[config.mk]
export PLATFORM = sky130hd
export DESIGN_NAME = dmem_req_queue
export DESIGN_NICKNAME = d
export VERILOG_FILES = /design/src/rtl/dmem_req_queue.sv
export SDC_FILE = /design/constraint.sdc
export NUM_CORES = 1
export LEC_CHECK = 0
export ABC_CLOCK_PERIOD_IN_PS = 5100
export CORE_ASPECT_RATIO = 0.5
export CORE_MARGIN = 8
export CORE_UTILIZATION = 50
export CTS_CLUSTER_SIZE = 10
export DETAILED_ROUTE_END_ITERATION = 8
export HOLD_SLACK_MARGIN = 0.06
export PLACE_DENSITY = 0.75
export SYNTH_ARGS = -nofsm -noshare
export SYNTH_HDL_FRONTEND = slang
export SYNTH_SLANG_ARGS = --single-unit
[constraint.sdc]
create_clock -name clk -period 5.1 [get_ports clk]
set_clock_uncertainty 0.15 [all_clocks]
set_input_delay 1.53 -clock clk [delete_from_list [all_inputs] [get_ports clk]]
set_output_delay 1.53 -clock clk [all_outputs]
set_load 0.05 [all_outputs]
[src/rtl/dmem_req_queue.sv]
// dmem_req_queue: CP-side data-memory request FIFO with response credit
// accounting in front of the crossbar CP port.
//
// Ports
//   clk, reset_n          clock, asynchronous active-low reset
//   enq_*                 request fields + valid/ready from the CP
//   dmem_req4_*           head-entry fields + valid/ready toward the crossbar
//   dmem_resp4_val        one response returned for an issued request
//   count                 FIFO occupancy (0..DEPTH)
//   outstanding           issued requests still awaiting a response
//   resp_err              sticky: a response arrived with nothing outstanding
module dmem_req_queue #(
    parameter int DEPTH   = 4,  // power of two, 2..16
    parameter int MAX_OUT = 8   // 1..15
) (
    input  logic                     clk,
    input  logic                     reset_n,
    input  logic [31:0]              enq_addr,
    input  logic [3:0]               enq_op,
    input  logic [63:0]              enq_data,
    input  logic [7:0]               enq_wmask,
    input  logic [11:0]              enq_tag,
    input  logic                     enq_val,
    output logic                     enq_rdy,
    output logic [31:0]              dmem_req4_addr,
    output logic [3:0]               dmem_req4_op,
    output logic [63:0]              dmem_req4_data,
    output logic [7:0]               dmem_req4_wmask,
    output logic [11:0]              dmem_req4_tag,
    output logic                     dmem_req4_val,
    input  logic                     dmem_req4_rdy,
    input  logic                     dmem_resp4_val,
    output logic [$clog2(DEPTH):0]   count,
    output logic [3:0]               outstanding,
    output logic                     resp_err
);

    localparam int AW = $clog2(DEPTH);
    localparam int CW = AW + 1;

    typedef struct packed {
        logic [31:0] addr;
        logic [3:0]  op;
        logic [63:0] data;
        logic [7:0]  wmask;
        logic [11:0] tag;
    } req_t;

    req_t          mem_q [DEPTH];
    req_t          enq_req;
    req_t          head;

    logic [AW-1:0] wr_ptr_q, wr_ptr_d;
    logic [AW-1:0] rd_ptr_q, rd_ptr_d;
    logic [CW-1:0] count_q, count_d;
    logic [3:0]    outstanding_q, outstanding_d;
    logic          resp_err_q, resp_err_d;
    logic          enq_fire, deq_fire;

    assign enq_req = '{addr: enq_addr, op: enq_op, data: enq_data,
                       wmask: enq_wmask, tag: enq_tag};
    assign head    = mem_q[rd_ptr_q];

    // Ready/valid come only from registered state, so there is no
    // combinational path from dmem_req4_rdy to enq_rdy and no bypass.
    assign enq_rdy       = (count_q != CW'(DEPTH));
    assign dmem_req4_val = (count_q != '0) && (outstanding_q < 4'(MAX_OUT));

    assign enq_fire = enq_val & enq_rdy;
    assign deq_fire = dmem_req4_val & dmem_req4_rdy;

    always_comb begin
        wr_ptr_d      = wr_ptr_q;
        rd_ptr_d      = rd_ptr_q;
        count_d       = count_q;
        outstanding_d = outstanding_q;
        resp_err_d    = resp_err_q;

        if (enq_fire) wr_ptr_d = wr_ptr_q + 1'b1;
        if (deq_fire) rd_ptr_d = rd_ptr_q + 1'b1;

        case ({enq_fire, deq_fire})
            2'b10:   count_d = count_q + 1'b1;
            2'b01:   count_d = count_q - 1'b1;
            default: count_d = count_q;
        endcase

        // Issue and response in the same cycle cancel out; a lone response
        // with nothing in flight is flagged instead of underflowing.
        case ({deq_fire, dmem_resp4_val})
            2'b10:   outstanding_d = outstanding_q + 1'b1;
            2'b01: begin
                if (outstanding_q != '0) outstanding_d = outstanding_q - 1'b1;
                else                     resp_err_d    = 1'b1;
            end
            default: outstanding_d = outstanding_q;
        endcase
    end

    always_ff @(posedge clk or negedge reset_n) begin
        if (!reset_n) begin
            wr_ptr_q      <= '0;
            rd_ptr_q      <= '0;
            count_q       <= '0;
            outstanding_q <= '0;
            resp_err_q    <= 1'b0;
        end else begin
            wr_ptr_q      <= wr_ptr_d;
            rd_ptr_q      <= rd_ptr_d;
            count_q       <= count_d;
            outstanding_q <= outstanding_d;
            resp_err_q    <= resp_err_d;
        end
    end

    // Storage is not reset; pointers/count alone define what is valid.
    always_ff @(posedge clk) begin
        if (enq_fire) mem_q[wr_ptr_q] <= enq_req;
    end

    assign dmem_req4_addr  = head.addr;
    assign dmem_req4_op    = head.op;
    assign dmem_req4_data  = head.data;
    assign dmem_req4_wmask = head.wmask;
    assign dmem_req4_tag   = head.tag;

    assign count       = count_q;
    assign outstanding = outstanding_q;
    assign resp_err    = resp_err_q;

endmodule

### Word level (Yosys, flattened, before mapping)

Memories as Yosys holds them, arrays and structs flattened.
Index checks and enable logic that the tools add are counted.

* bits in writable memories: 480
* memories kept: 1
* bits in registers: 12
* bits of input ports: 125
* output and inout bits: 130
* logic and storage cells: 34

Memories
* mem_q: depth 4, width 120, rd ports 1, clocked after memory_dff 0, wr ports 1, RTL line 49 `req_t mem_q [DEPTH];`

* reduce and logical (&&, ||, !) cells: 7
* bitwise operators: 3
* multiplexer cells: 5
* order comparisons: 1
* equal/unequal tests: 6
* add/sub/neg operators: 6

Operators by type and width (count)
* $pmux W4 S2: 1
* $pmux W3 S2: 1
* $add A2 B1 Y2 const B: 2
* $add A4 B1 Y4 const B: 1
* $eq A2 B1 Y1 const B: 2
* $eq A2 B2 Y1 const B: 2
* $lt A4 B4 Y1 const B: 1
* $mux W4: 1
* $reduce_and A2 Y1: 2
* $reduce_bool A2 Y1: 2
* $reduce_bool A4 Y1: 1
* $sub A4 B1 Y4 const B: 1
* $add A3 B1 Y3 const B: 1
* $ne A3 B3 Y1 const B: 1
* $reduce_bool A3 Y1: 1
* $sub A3 B1 Y3 const B: 1
* $and A1 B1 Y1: 2
* $mux W1: 2
* $ne A2 B2 Y1 const B: 1
* $logic_and A1 B1 Y1: 1
* $not A1 Y1: 1

### Longest topological paths before layout

* depth in word-level cells: 6
* depth in mapped cells: 10
* depth with buffers taken out: 10

### Worst setup path before layout

No wires, ideal clock.

* kind: in2reg
* start: input enq_val
* end: memory mem_q[1][0] (netlist name) (enable)
* required time: 4.456 ns
* buffers on the path: 0
* stages: 1
* arrival time: 4.346 ns
* library setup time: 0.494 ns
* path slack: 0.110 ns
* cells stage by stage: and3_1

* cells in the longest elaborated chain, start to end: 3

RTL lines
* start, declared: RTL line 23 `input logic enq_val,`
* $and A1 B1 Y1: RTL line 69 `assign enq_fire = enq_val & enq_rdy;`
* $mux W1: RTL line 118 `if (enq_fire) mem_q[wr_ptr_q] <= enq_req;`
* $mux W1 (implied by the code): RTL line 118
* end, declared: RTL line 49

No other way between the ends.

### Worst setup path after layout

* start: register rd_ptr_q[1]
* end: output dmem_req4_addr[8]

* cells in the longest elaborated chain, start to end: 1

RTL lines
* start, declared: RTL line 54 `logic [AW-1:0] rd_ptr_q, rd_ptr_d;`
* start signal, assigned: RTL line 109 `rd_ptr_q <= rd_ptr_d;`
* $mem_v2 Z4 W120
* end, declared: RTL line 25 `output logic [31:0] dmem_req4_addr,`

No other way between the ends.

==> impl_summary.md <==
Logic synthesis
The sequential share of the synthesized area is 81.6%. Summing every instance area after synthesis gives 18,000 µm². The distinct cell type count after synthesis is 31. Yosys attributes the largest share of cell area to sky130_fd_sc_hd__edfxtp_1 (80%), sky130_fd_sc_hd__mux4_2 (15%), sky130_fd_sc_hd__dfrtp_1 (1.7%), sky130_fd_sc_hd__ha_1 (0.49%), sky130_fd_sc_hd__buf_4 (0.33%). The count of mapped cells out of synthesis is 700.

The net count of the mapped netlist is 834. The top cell type by total area after synthesis is sky130_fd_sc_hd__edfxtp_1. The share of the synthesized area in the top cell type is 80.0%.

Yosys printed 0 warnings. The average instance area after synthesis is 25.7 µm². The number of register bits inferred by synthesis is 492.

Clock network
Buffers inserted to repair hold after CTS numbered 0. The clock latency of the later-clocked register in the worst-skew pair is 0.57 ns. The clock tree synthesis step divided the H-tree into 2 levels. The maximum number of buffers from clock root to sink is 3. The clock slew at the register clock pins of the worst setup and hold paths is 0.06 ns. TritonCTS created 55 clock buffers.

The post-CTS setup-driven buffer insertion count is 0. TritonCTS built the clock tree. The root cell of the clock tree is sky130_fd_sc_hd__clkbuf_16. The post-cts repair resize count is 0.

The TritonCTS sink count is 492.

Global route
The via count of the first global-routing pass is 8,941. In the global route stage, overall resource usage came out at 17.4%. Summed over all layers, the global routing overflow is 0. The initial antenna violation count is 0. The maximum number of pins on one net before global-route repair is 66. The first-pass GRT wire length is 56,400 µm.

Cells and area
In the final layout, flip-flops and latches occupy 14,700 µm². The total number of nets in the final design is 1,134. The share of cells above drive strength 1 is 20.5%. In the final layout, the multi-input gates occupy 3140 µm². The top cell types in the final layout, fill and taps aside, are sky130_fd_sc_hd__edfxtp_1 (480), sky130_fd_sc_hd__clkdlybuf4s50_1 (254), sky130_fd_sc_hd__mux4_2 (120), sky130_fd_sc_hd__clkbuf_16 (57), sky130_fd_sc_hd__clkbuf_1 (12). 0 antenna diodes ended up in the layout.

Relative to the synthesized area, the layout overhead comes to 26.4%. After filler insertion, the fill cell instance count of the layout stands at 2,303. The most frequent standard cell in the layout excluding fill and tap cells is sky130_fd_sc_hd__edfxtp_1.

Timing
Setup repair after global routing left no endpoint under its margin. The worst hold-check slack is 0.327 ns. The final total negative setup slack is 0 ns.

For the pin with the worst max-slew slack, the measured transition is 0.749 ns. The number of pins exceeding their max-slew limit in the final report is 0. The timing-limited maximum frequency is 0.216 GHz. Setup violations remaining at the end of the flow were counted as 0. The post-layout worst setup margin is 0.476 ns. The final-report hold violation count is 0.

The fraction of the cycle the final worst path needs is 90.7%. The clock period could shrink to 4.62 ns. The worst relative slew slack is 50.1%.

Route
The mean number of vias per cell is 5.46. The first detailed-routing pass ran for 4 iterations. The average wire length per cell after detail routing is 25.1 µm. For this run, design rule violations remaining after detail routing come to 0. The routed design uses 21,200 µm of met2 wire. Signal routing reaches up to met4.

The routed length on met1 is 14,200 µm. The count of nets left with antenna violations once routing finished came out at 0. The detailed router placed 8,181 vias in this run. The routed design has 37,500 µm of wire. The detailed-routed wire length on met3 is 1240 µm. For this block, the initial DRC count from the detailed router was 574.

Setup path
The required time at the worst-slack endpoint is 3.42 ns. By startpoint and endpoint, the worst setup path is classified as flip-flop to output port. For this run, the slowest stage of the critical path takes 0.75 ns.

The nature of the critical path startpoint is a flip-flop. For the worst setup path, the data arrival time is 2.94 ns. Traced cell by cell, the critical path runs through buf_4 -> mux4_2 -> clkdlybuf4s50_1.

The slowest library cell on the worst path is sky130_fd_sc_hd__clkdlybuf4s50_1. The worst setup path is captured at an output port. Of all nets on the critical path, the largest fanout is 30.

Power and ir drop
IR analysis of the VDD net gives a maximum drop of 0.292 mV. The total power divided by cell area is 686 nW/µm². The post-layout total power is 15,600 µW. The analysis attributes to cell leakage a power of 0.00738 µW.

Floorplanning
The initialized floorplan defines 49 standard-cell rows. The floorplan step defined a die boundary enclosing 42,700 µm². The die is 150 µm tall.

The floorplan step set the die width to 284 µm. Once the floorplan was initialized, standard cells occupied 50.4% of the core. In this run the standard cell core region covers 35,700 µm². The top-level port count is 255.

Placement
At the end of routability-driven placement, the weighted congestion stood at 0.716. After legalization and detailed placement, the total HPWL measured 23,700 µm. The count of buffers from port buffering is 254.

OpenSTA, run right after detailed placement, puts the worst setup slack at 1.01 ns.

Min path
The class of the tightest hold or removal check is flip-flop to flip-flop.

Run status
The run finished with clean final reports.

Run
The tool flagged a number of max-cap violations equal to 0.
-- path summary, 6_finish.rpt --
kind                            slack [ns]  cells past startpoint                       to               startpoint
worst max register to register        2.71                      4   mem_q[2][77]$_DFFE_PP_     count[0]$_DFFE_PN0P_
worst min-delay path                  0.33                      1     resp_err$_DFFE_PN0P_     resp_err$_DFFE_PN0P_
worst min register to register        0.33                      1     resp_err$_DFFE_PN0P_     resp_err$_DFFE_PN0P_
worst max-delay path                  0.48                      3        dmem_req4_addr[8]  rd_ptr_q[1]$_DFFE_PN0P_
min in group asynchronous             1.17                      1     count[2]$_DFFE_PN0P_                  reset_n
max in group asynchronous             3.22                      1  rd_ptr_q[0]$_DFFE_PN0P_                  reset_n
-- report_power, final --
group | total, µW | leakage [µW] | internal (µW) | switching, µW
Sequential | 5640 | 0.00454 | 5350 | 285
Combinational | 6600 | 0.00213 | 2420 | 4180
Clock | 3390 | 0.000721 | 1980 | 1400
-- layout make-up --
type	count	share of cell area, %
flip-flops and latches	492	64.6
repair buffers	271	12.3
well taps	484	2.66
clock inverters	1	0.0384
multi-input cells	169	13.8
clock buffers	69	6.46
inverters	11	0.192
-- layer usage --
| metal | up-vias | track usage (%) |
|---|---|---|
| li1 | 3596 | - |
| met1 | 4348 | 20.4 |
| met2 | 178 | 32.8 |
| met3 | 59 | 2.82 |
| met4 | 0 | 5.80 |
| met5 | - | 0 |
-- Yosys cell counts --
master / n
sky130_fd_sc_hd__edfxtp_1: 480
sky130_fd_sc_hd__mux4_2: 120
sky130_fd_sc_hd__dfrtp_1: 12
sky130_fd_sc_hd__buf_1: 10
sky130_fd_sc_hd__inv_1: 10
sky130_fd_sc_hd__buf_4: 8
sky130_fd_sc_hd__ha_1: 7
sky130_fd_sc_hd__buf_2: 6
sky130_fd_sc_hd__xnor2_1: 6
sky130_fd_sc_hd__and3_1: 4
sky130_fd_sc_hd__clkbuf_1: 4
sky130_fd_sc_hd__nand2_1: 4
sky130_fd_sc_hd__mux2_2: 3
sky130_fd_sc_hd__a21o_1: 2
sky130_fd_sc_hd__a21oi_1: 2
sky130_fd_sc_hd__fa_1: 2
sky130_fd_sc_hd__mux2i_1: 2
sky130_fd_sc_hd__nand3_1: 2
sky130_fd_sc_hd__nor2_1: 2
sky130_fd_sc_hd__nor2b_1: 2
sky130_fd_sc_hd__xor2_1: 2
sky130_fd_sc_hd__a21bo_2: 1
sky130_fd_sc_hd__a221oi_1: 1
sky130_fd_sc_hd__a31oi_1: 1
sky130_fd_sc_hd__and2_1: 1
sky130_fd_sc_hd__inv_4: 1
sky130_fd_sc_hd__nand2_4: 1
sky130_fd_sc_hd__nand4_1: 1
sky130_fd_sc_hd__nor4_1: 1
sky130_fd_sc_hd__or3_1: 1
sky130_fd_sc_hd__or3_4: 1
-- worst max-delay path: cells and delay by family, from the launching register on --
kind | cells | cell delay (ns)
multiplexers | 1 | 0.39
flip-flops | 1 | 0.74
buffers and inverters | 2 | 1.20
-- state kept, by name (all words and copies together), names as in the netlist --
register,count
mem_q,480
outstanding,4
count,3
rd_ptr_q,2
resp_err,1
wr_ptr_q,2
-- kinds of logic after synthesis --
| group | after synthesis | synth area share [%] |
|---|---|---|
| DFF | 492 | 81.6 |
| muxes | 125 | 15.3 |
| buffers and inverters | 39 | 1.03 |
| and+or+nand+nor | 20 | 0.653 |
| adders and majority gates | 9 | 0.708 |
| xor gates and xnor gates | 8 | 0.389 |
| AOI/OAI and AO/OA | 7 | 0.278 |
-- through the flow --
| stage | utilization [%] | instance area (µm²) | std cells |
|---|---|---|---|
| finish | 63.8 | 22800 | 1497 |
| CTS | 63.8 | 22800 | 1497 |
| global route | 63.8 | 22800 | 1497 |
| detailed placement | 59.6 | 21300 | 1427 |
| floorplan | - | 18000 | 700 |
| global placement | 59.6 | 21300 | 1427 |
Note: power is estimated with default switching activity, not from simulation.
